**src/rtl/pipo_arbiter.sv**
```systemverilog
// pipo_arbiter: round-robin arbiter sharing one DW-bit holding register between N_REQ requesters
// Ports: clk, reset (async, active-high); req[N_REQ] request levels; din[N_REQ*DW] packed data,
//        requester i at din[i*DW +: DW]; gnt one-hot registered grant; dout shared register;
//        dout_valid high for HOLD cycles per transfer; owner last granted index; busy = not idle.
module pipo_arbiter #(
  parameter int N_REQ = 4,
  parameter int DW = 4,
  parameter int HOLD = 2,
  localparam int IW = $clog2(N_REQ)
) (
  input  logic               clk,
  input  logic               reset,
  input  logic [N_REQ-1:0]    req,
  input  logic [N_REQ*DW-1:0] din,
  output logic [N_REQ-1:0]    gnt,
  output logic [DW-1:0]       dout,
  output logic                dout_valid,
  output logic [IW-1:0]       owner,
  output logic                busy
);
  localparam int CW = (HOLD > 1) ? $clog2(HOLD) : 1;
  localparam logic [1:0] S_IDLE = 2'd0, S_LOAD = 2'd1, S_HOLD = 2'd2;
  logic [1:0] state;
  logic [IW-1:0] rr_ptr, win, nxt_ptr;
  logic [IW:0] idx;
  logic [CW-1:0] cnt;
  logic [DW-1:0] sel;
  // descending scan so the requester nearest rr_ptr overwrites the others
  always_comb begin
    win = rr_ptr;
    idx = '0;
    for (int k = N_REQ - 1; k >= 0; k--) begin
      idx = {1'b0, rr_ptr} + (IW+1)'(k);
      idx = (idx >= (IW+1)'(N_REQ)) ? idx - (IW+1)'(N_REQ) : idx;
      if (req[idx[IW-1:0]]) win = idx[IW-1:0];
    end
  end
  always_comb begin
    sel = '0;
    for (int k = 0; k < N_REQ; k++)
      if (owner == IW'(k)) sel = din[k*DW +: DW];
  end
  assign nxt_ptr = (owner == IW'(N_REQ - 1)) ? '0 : owner + 1'b1;
  assign busy = state != S_IDLE;
  always_ff @(posedge clk or posedge reset)
    if (reset) begin
      state <= S_IDLE;
      gnt <= '0;
      dout <= '0;
      dout_valid <= 1'b0;
      owner <= '0;
      rr_ptr <= '0;
      cnt <= '0;
    end else if (state == S_IDLE) begin
      if (|req) begin
        gnt <= N_REQ'(1) << win;
        owner <= win;
        state <= S_LOAD;
      end
    end else if (state == S_LOAD) begin
      dout <= sel;
      dout_valid <= 1'b1;
      gnt <= '0;
      rr_ptr <= nxt_ptr;
      cnt <= CW'(HOLD - 1);
      state <= S_HOLD;
    end else if (cnt == '0) begin
      dout_valid <= 1'b0;
      state <= S_IDLE;
    end else begin
      cnt <= cnt - 1'b1;
    end
endmodule

```
**config.mk**
```make
export PLATFORM = sky130hd
export DESIGN_NAME = pipo_arbiter
export DESIGN_NICKNAME = d
export VERILOG_FILES = /design/src/rtl/pipo_arbiter.sv
export SDC_FILE = /design/constraint.sdc
export NUM_CORES = 1
export LEC_CHECK = 0
export CAP_MARGIN = 10
export CORE_MARGIN = 4
export CORE_UTILIZATION = 47
export DETAILED_ROUTE_END_ITERATION = 10
export PLACE_DENSITY_LB_ADDON = 0.2
export SYNTH_ARGS = -nofsm -noshare
export SYNTH_HDL_FRONTEND = slang
export SYNTH_SLANG_ARGS = --single-unit
```
**constraint.sdc**
```tcl
create_clock -name clk -period 2.78 [get_ports clk]
set_input_delay 0.834 -clock clk [delete_from_list [all_inputs] [get_ports clk]]
set_output_delay 0.834 -clock clk [all_outputs]
set_load 0.05 [all_outputs]
```
==> results of run 1 <==
[worst register-to-register path, cell delays in order, from the launching register on]
cell and delay [ns]:
dfrtp_1 0.43, inv_1 0.08, ha_1 0.24, nor2b_1 0.21, a221oi_1 0.12, a211o_1 0.29
a21oi_1 0.12
[metrics by stage]
step | power, W | hold WS [ns]
detailed placement | 0.00145 | 0.483
floorplan | 0.00114 | 0.484
finish | 0.00159 | 0.499
global placement | 0.00143 | 0.468
CTS | 0.00160 | 0.503
global route | 0.00171 | 0.552
[registers in the layout, indices dropped and copies added, names as in the netlist]
register / cells
cnt: 1
dout: 4
dout_valid: 1
gnt: 4
owner: 2
rr_ptr: 2
state: 2
[power by group through the flow]
stage,clock network (W),registers (W),logic [W]
2_1_floorplan,0,0.000678,0.000460
3_3_place_gp,0,0.000446,0.000985
3_5_place_dp,0,0.000448,0.00100
4_1_cts,0.000154,0.000444,0.00100
5_1_grt,0.000160,0.000463,0.00108
6_report,0.000155,0.000444,0.000992
[metal layers]
metal / global-route usage [%] / vias up / part of all wire, %
li1: - / 427 / -
met1: 23.1 / 392 / 47
met2: 29.1 / 25 / 46
met3: 2.56 / 5 / 6.2
met4: 5.11 / 0 / 1.2
met5: 0 / - / 0
[cell usage after synthesis]
| cell type | n | area share [%] |
|---|---|---|
| o41ai_2 | 1 | 1.7 |
| a211o_1 | 3 | 2.8 |
| a221oi_1 | 3 | 2.8 |
| or2_1 | 1 | 0.67 |
| nand2_1 | 8 | 3.2 |
| nand3_1 | 5 | 2.7 |
| and3_1 | 1 | 0.67 |
| nor2b_2 | 1 | 0.93 |
| inv_1 | 9 | 3.6 |
| o21ai_0 | 4 | 2.1 |
| and2b_1 | 1 | 0.80 |
| nand3b_1 | 1 | 0.80 |
| ha_1 | 4 | 5.3 |
| and3b_1 | 1 | 0.93 |
| clkbuf_1 | 3 | 1.2 |
| o211ai_2 | 1 | 1.3 |
| a22oi_2 | 1 | 1.3 |
| nor2b_1 | 3 | 2.0 |
| nand2b_1 | 2 | 1.3 |
| o211a_1 | 1 | 1.1 |
| dfrtp_1 | 16 | 43 |
| o21ai_1 | 3 | 1.6 |
| o31ai_2 | 2 | 2.7 |
| nor3_1 | 1 | 0.53 |
| o31ai_1 | 3 | 2.4 |
| buf_2 | 1 | 0.53 |
| a21oi_1 | 10 | 5.3 |
| nor2_1 | 9 | 3.6 |
| or3_1 | 1 | 0.67 |
| a2111oi_4 | 1 | 2.9 |
[area by class of cell]
class | count | area share, %
Multi-Input combinational cell | 72 | 36.9
Sequential cell | 16 | 30.1
Timing Repair Buffer | 34 | 25.4
Clock buffer | 4 | 2.73
Inverter | 9 | 2.54
Tap cell | 25 | 2.35
[layout by cell type, fill, tap and decap left out, types with 4 or more instances in the layout]
| master | n |
|---|---|
| o21ai_0 | 4 |
| dfrtp_1 | 16 |
| inv_1 | 9 |
| nand2_1 | 8 |
| a21oi_1 | 10 |
| nand3_1 | 5 |
| nor2_1 | 9 |
| ha_1 | 4 |
| clkdlybuf4s50_1 | 33 |
[final timing paths]
check / startpoint / end / slack (ns) / cells after the start
hold / removal: dout[2] / dout[2] / 0.50 / 2
setup / recovery: state[0] / busy / 0.19 / 3
min in group asynchronous: reset / cnt / 0.89 / 2
hold reg to reg: dout[2] / dout[2] / 0.50 / 2
max in group asynchronous: reset / dout[0] / 1.49 / 2
setup reg to reg: owner[1] / dout[1] / 1.21 / 6
[cells by family after synthesis]
group	count (synthesis)
adders and majority gates	4
DFF	16
AOI/OAI and AO/OA	33
buffers and inverters	13
and+or+nand+nor	35
==> flow_summary.json, run 1 <==
{
  "cts_sinks": 16,
  "hold_viol": 0,
  "grt_pass1_vias": 828,
  "regArea_um2": 400,
  "worstSetupStartpointType": "flop",
  "synth_compound_area_share_pct": 28.1,
  "cts_setup_buffers": 0,
  "rsz0062_at_grt": "no",
  "io_buffers": 33,
  "htree_levels": 1,
  "synth_cells": 101,
  "finalSetupTns_ns": 0,
  "power.leakage_nw": 0.584,
  "wirelength_mm": 2.19,
  "setup_viol": 0,
  "rows": 15,
  "drv_slew": 0,
  "crit_fanout": 6,
  "antenna_found_initial": 0,
  "switching_share_pct": 49.7,
  "cts_buffers": 3,
  "worstMarginPinSlew_ns": 0.594,
  "ys_warn_count": 0,
  "fin_crit_ns": 2.59,
  "clk_pin_slew_ns": 0.10,
  "fp.dieW_um": 52.7,
  "synthSimpleGateAreaFrac_pct": 18.8,
  "place_hpwl_mm": 1.74,
  "initial_core_util_pct": 52.2,
  "clockBufferDepth": 2,
  "peakVddDrop_v": 0.000804,
  "power_density_mw_per_mm2": 1200,
  "vias": 849,
  "final_cells": 160,
  "status": "complete, no violations",
  "p_sw_w": 0.000791,
  "seq_power_share_pct": 27.9,
  "pwr-share-comb_pct": 62.4,
  "clock.fmax_mhz": 386,
  "layout_setup_ws_ns": 0.192,
  "crit_buf_inv": 2,
  "dp_slack_ns": 0.372,
  "cts_root_buffer": "clkbuf_4",
  "ys_seq_elements": 16,
  "cts_resized": 0,
  "endpoint_kind": "primary output",
  "placed_cell_area_mm2": 0.00129,
  "maxSlewHeadroom_pct": 60.3,
  "n_antenna_cell": 0,
  "grt_max_degree": 17,
  "synth_top_family_by_area": "compound AO/OA/AOI/OAI gates",
  "pwr-share-clk_pct": 9.7,
  "fillers": 148,
  "grt-ovfl-total": 0,
  "die_h_um": 52.7,
  "cp.arrival_ns": 1.75,
  "cp_cell_sequence": "nor2_1 -> inv_1 -> clkdlybuf4s50_1",
  "final_cell_area_mm2": 0.00133,
  "track_usage_pct": 17.4,
  "cellInternalPower_w": 0.000800,
  "drc": 0,
  "multi_input_comb_area_um2": 490,
  "gp_congestion": 0.823,
  "synth_xor_area_share_pct": 0,
  "hold_path_class": "reg2reg",
  "synth_cell_types": 30,
  "netlist_area_um2": 941,
  "area_growth_pct": 41.4,
  "syn_nets": 127,
  "cts_tree": "built",
  "synth_seq_area_share_pct": 42.6,
  "first_pass_iters": 4,
  "ant_nets": 0,
  "drv_cap": 0,
  "wl_per_cell_um": 13.7,
  "drt_iter0_drc": 23,
  "required_ns": 1.95,
  "cp_slowest_cell": "clkdlybuf4s50_1",
  "io_pins": 34,
  "floorplan.die_area_mm2": 0.00278,
  "synthAdderAreaFrac_pct": 5.32,
  "worstSkewPairLatency_ns": 0.29,
  "drive_gt1_share_pct": 8.89,
  "coreArea_mm2": 0.00180,
  "worstSetupPathType": "reg2out",
  "clock_skew_ns": 0.00798,
  "fin_util_pct": 73.8,
  "synth_area_per_cell_um2": 9.32,
  "finalNetCount": 162,
  "grt_pass1_wl_mm": 3.59,
  "slowest_delay_ns": 0.70,
  "synthMuxAreaShare_pct": 0,
  "fin_crit_sh_pct": 93.1,
  "placed_cells": 156,
  "cpLargestDelayFamily": "buffers and inverters",
  "vias_per_cell": 5.31,
  "ctsHoldBuffers": 0
}
Power figures use the tool's default switching activity.
==> inputs of run 2 (changes only) <==
--- a/config.mk
+++ b/config.mk
@@ -5,9 +5,10 @@
 export SDC_FILE = /design/constraint.sdc
 export NUM_CORES = 1
 export LEC_CHECK = 0
+export ABC_AREA = 1
 export CAP_MARGIN = 10
 export CORE_MARGIN = 4
-export CORE_UTILIZATION = 47
+export CORE_UTILIZATION = 43
 export DETAILED_ROUTE_END_ITERATION = 10
 export PLACE_DENSITY_LB_ADDON = 0.2
 export SYNTH_ARGS = -nofsm -noshare
==> flow_summary.json, run 2 <==
{
  "status": "complete, no violations",
  "n_antenna_cell": 0,
  "grt_pass1_vias": 1065,
  "crit_fanout": 5,
  "cts_resized": 0,
  "io_buffers": 33,
  "required_ns": 1.95,
  "ctsHoldBuffers": 0,
  "cts_sinks": 16,
  "yosysTopAreaCell": "dfrtp_1",
  "worstSetupPathType": "reg2out",
  "fin_util_pct": 63.9,
  "top_layer": "met4",
  "synthAdderAreaFrac_pct": 4.65,
  "drv_cap": 0,
  "fp.dieW_um": 58.1,
  "cts_buffers": 3,
  "grt_pass1_wl_mm": 4.44,
  "synthSimpleGateAreaFrac_pct": 36.0,
  "antenna_found_initial": 0,
  "dr_wl_met3_um": 132,
  "grt_max_degree": 17,
  "setup_viol": 0,
  "track_usage_pct": 17.0,
  "cp.arrival_ns": 1.72,
  "worstSetupStartpointType": "flop",
  "io_pins": 34,
  "hold_viol": 0,
  "synth_area_per_cell_um2": 7.33,
  "wl_met1_mm": 1.09,
  "clk_pin_slew_ns": 0.10,
  "rows": 17,
  "place_hpwl_mm": 2.10,
  "ant_nets": 0,
  "ys_seq_elements": 16,
  "final_cells": 211,
  "synthMuxAreaShare_pct": 0,
  "synth_compound_area_share_pct": 13.7,
  "maxSlewHeadroom_pct": 59.5,
  "ys.flop_type": "dfrtp_1",
  "reg2reg_slack_ns": 1.17,
  "endpoint_kind": "primary output",
  "wl_per_cell_um": 11.9,
  "placed_cells": 207,
  "clock_skew_ns": 0.00424,
  "cts_root_buffer": "clkbuf_4",
  "worstMarginPinSlew_ns": 0.606,
  "syn_nets": 173,
  "hold_path_class": "reg2reg",
  "initial_core_util_pct": 46.9,
  "hold_ws_ns": 0.491,
  "drc": 0,
  "async_flop_share_pct": 100,
  "synth_top_family_by_area": "simple AND/OR/NAND/NOR gates",
  "htree_levels": 1,
  "cp_slowest_cell": "clkdlybuf4s50_1",
  "fin_crit_sh_pct": 91.7,
  "ys_warn_count": 0,
  "die_h_um": 58.1,
  "wirelength_mm": 2.51,
  "peakVddDrop_v": 0.000804,
  "synth_cells": 147,
  "cts_setup_buffers": 0,
  "ys_top_cells_by_area": "dfrtp_1 37%, nand2_1 12%, nand2_2 8.7%",
  "met2_length_mm": 1.24,
  "cp_cell_sequence": "nor2_1 -> inv_1 -> clkdlybuf4s50_1",
  "floorplan.die_area_mm2": 0.00337,
  "grt-ovfl-total": 0,
  "synth_most_common_cell": "nand2_1",
  "final_common_cell": "nand2_1",
  "synth_seq_area_share_pct": 37.2,
  "top_regs": "dout: 4 flops, gnt: 4 flops",
  "vias_per_cell": 4.92,
  "synth_xor_area_share_pct": 0,
  "first_pass_iters": 4,
  "slowest_delay_ns": 0.81,
  "synth_common_cells": "35 x nand2_1, 16 x dfrtp_1, 15 x nand2_2",
  "drt_iter0_drc": 26,
  "fin_crit_ns": 2.55,
  "area_growth_pct": 36.2,
  "rsz0062_at_grt": "no",
  "final_cell_mix": "35 x nand2_1, 33 x clkdlybuf4s50_1, 16 x dfrtp_1, 15 x nand2_2",
  "clock.fmax_mhz": 392,
  "worstSkewPairLatency_ns": 0.29,
  "netlist_area_mm2": 0.00108,
  "clockBufferDepth": 2,
  "cts_tree": "built",
  "drv_slew": 0,
  "finalNetCount": 210,
  "synth_cell_types": 21,
  "coreArea_mm2": 0.00230,
  "power.leakage_nw": 0.718,
  "gp_congestion": 0.742,
  "power_density_mw_per_mm2": 1300,
  "vias": 1038,
  "synth_edf_count": 0,
  "drive_gt1_share_pct": 19.1,
  "yosys.area.top_type_share_pct": 37.2,
  "finalSetupTns_ns": 0
}
[run 2: cell count changes after synthesis, sizes merged, moves of 2 or more]
cell    change
a221oi      -3
clkbuf      -3
a211o       -3
nand3      +10
o31ai       -5
nand2      +43
o21ai       -2
o211ai      +3
nor2        +3
nor2b       -4
nand2b      -2
inv        +11
a21oi       +5
[run 2: area by class of cell]
type / instances / area [um^2]
Clock buffer: 4 / 36.3
Inverter: 21 / 80.1
Timing Repair Buffer: 33 / 330
Fill cell: 216 / 830
Multi-Input combinational cell: 109 / 586
Tap cell: 28 / 35.0
Sequential cell: 16 / 400
[run 2: cells by family after synthesis]
group | count (synthesis)
adders and majority gates | 4
DFF | 16
and+or+nand+nor | 80
buffers and inverters | 22
AOI/OAI and AO/OA | 25
[run 2: where the power goes]
group	leakage, nW	internal, W	switching [W]
clock network	0.0210	0.0000799	0.0000773
registers	0.194	0.000344	0.000103
logic	0.502	0.000450	0.000853
[run 2: metal layers]
layer	vias to the layer above	track usage (%)
li1	543	-
met1	462	19.6
met2	25	28.9
met3	8	5.57
met4	0	6.62
met5	-	0
[run 2: critical path: cells and delay by family, from the launching register on]
kind	cells	cell delay (ns)
buffers and inverters	2	0.91
flip-flops	1	0.44
AND/OR/NAND/NOR	1	0.07
[run 2: final timing paths]
check,to,depth (start not counted),startpoint
worst max-delay path,busy,3,state[1]
worst min-delay path,gnt[2],2,gnt[2]
worst max register to register,gnt[1],11,rr_ptr[0]
worst min register to register,gnt[2],2,gnt[2]
max in group asynchronous,owner[0],2,reset
min in group asynchronous,dout[0],2,reset
[run 2: metrics by stage]
stage                     worst slack (ns)  cell area [um^2]  power, W
after floorplan                       1.11              1080   0.00143
after global placement               0.510              1430   0.00173
after detailed placement             0.468              1430   0.00177
after CTS                            0.221              1470   0.00193
after global routing                 0.149              1470   0.00210
final                                0.231              1470   0.00191
==> inputs of run 3 (changes only) <==
--- a/config.mk
+++ b/config.mk
@@ -6,7 +6,6 @@
 export NUM_CORES = 1
 export LEC_CHECK = 0
 export ABC_AREA = 1
-export CAP_MARGIN = 10
 export CORE_MARGIN = 4
 export CORE_UTILIZATION = 43
 export DETAILED_ROUTE_END_ITERATION = 10
==> results of run 3 <==
Final layout, timing and power as in run 2 (identical DEF).
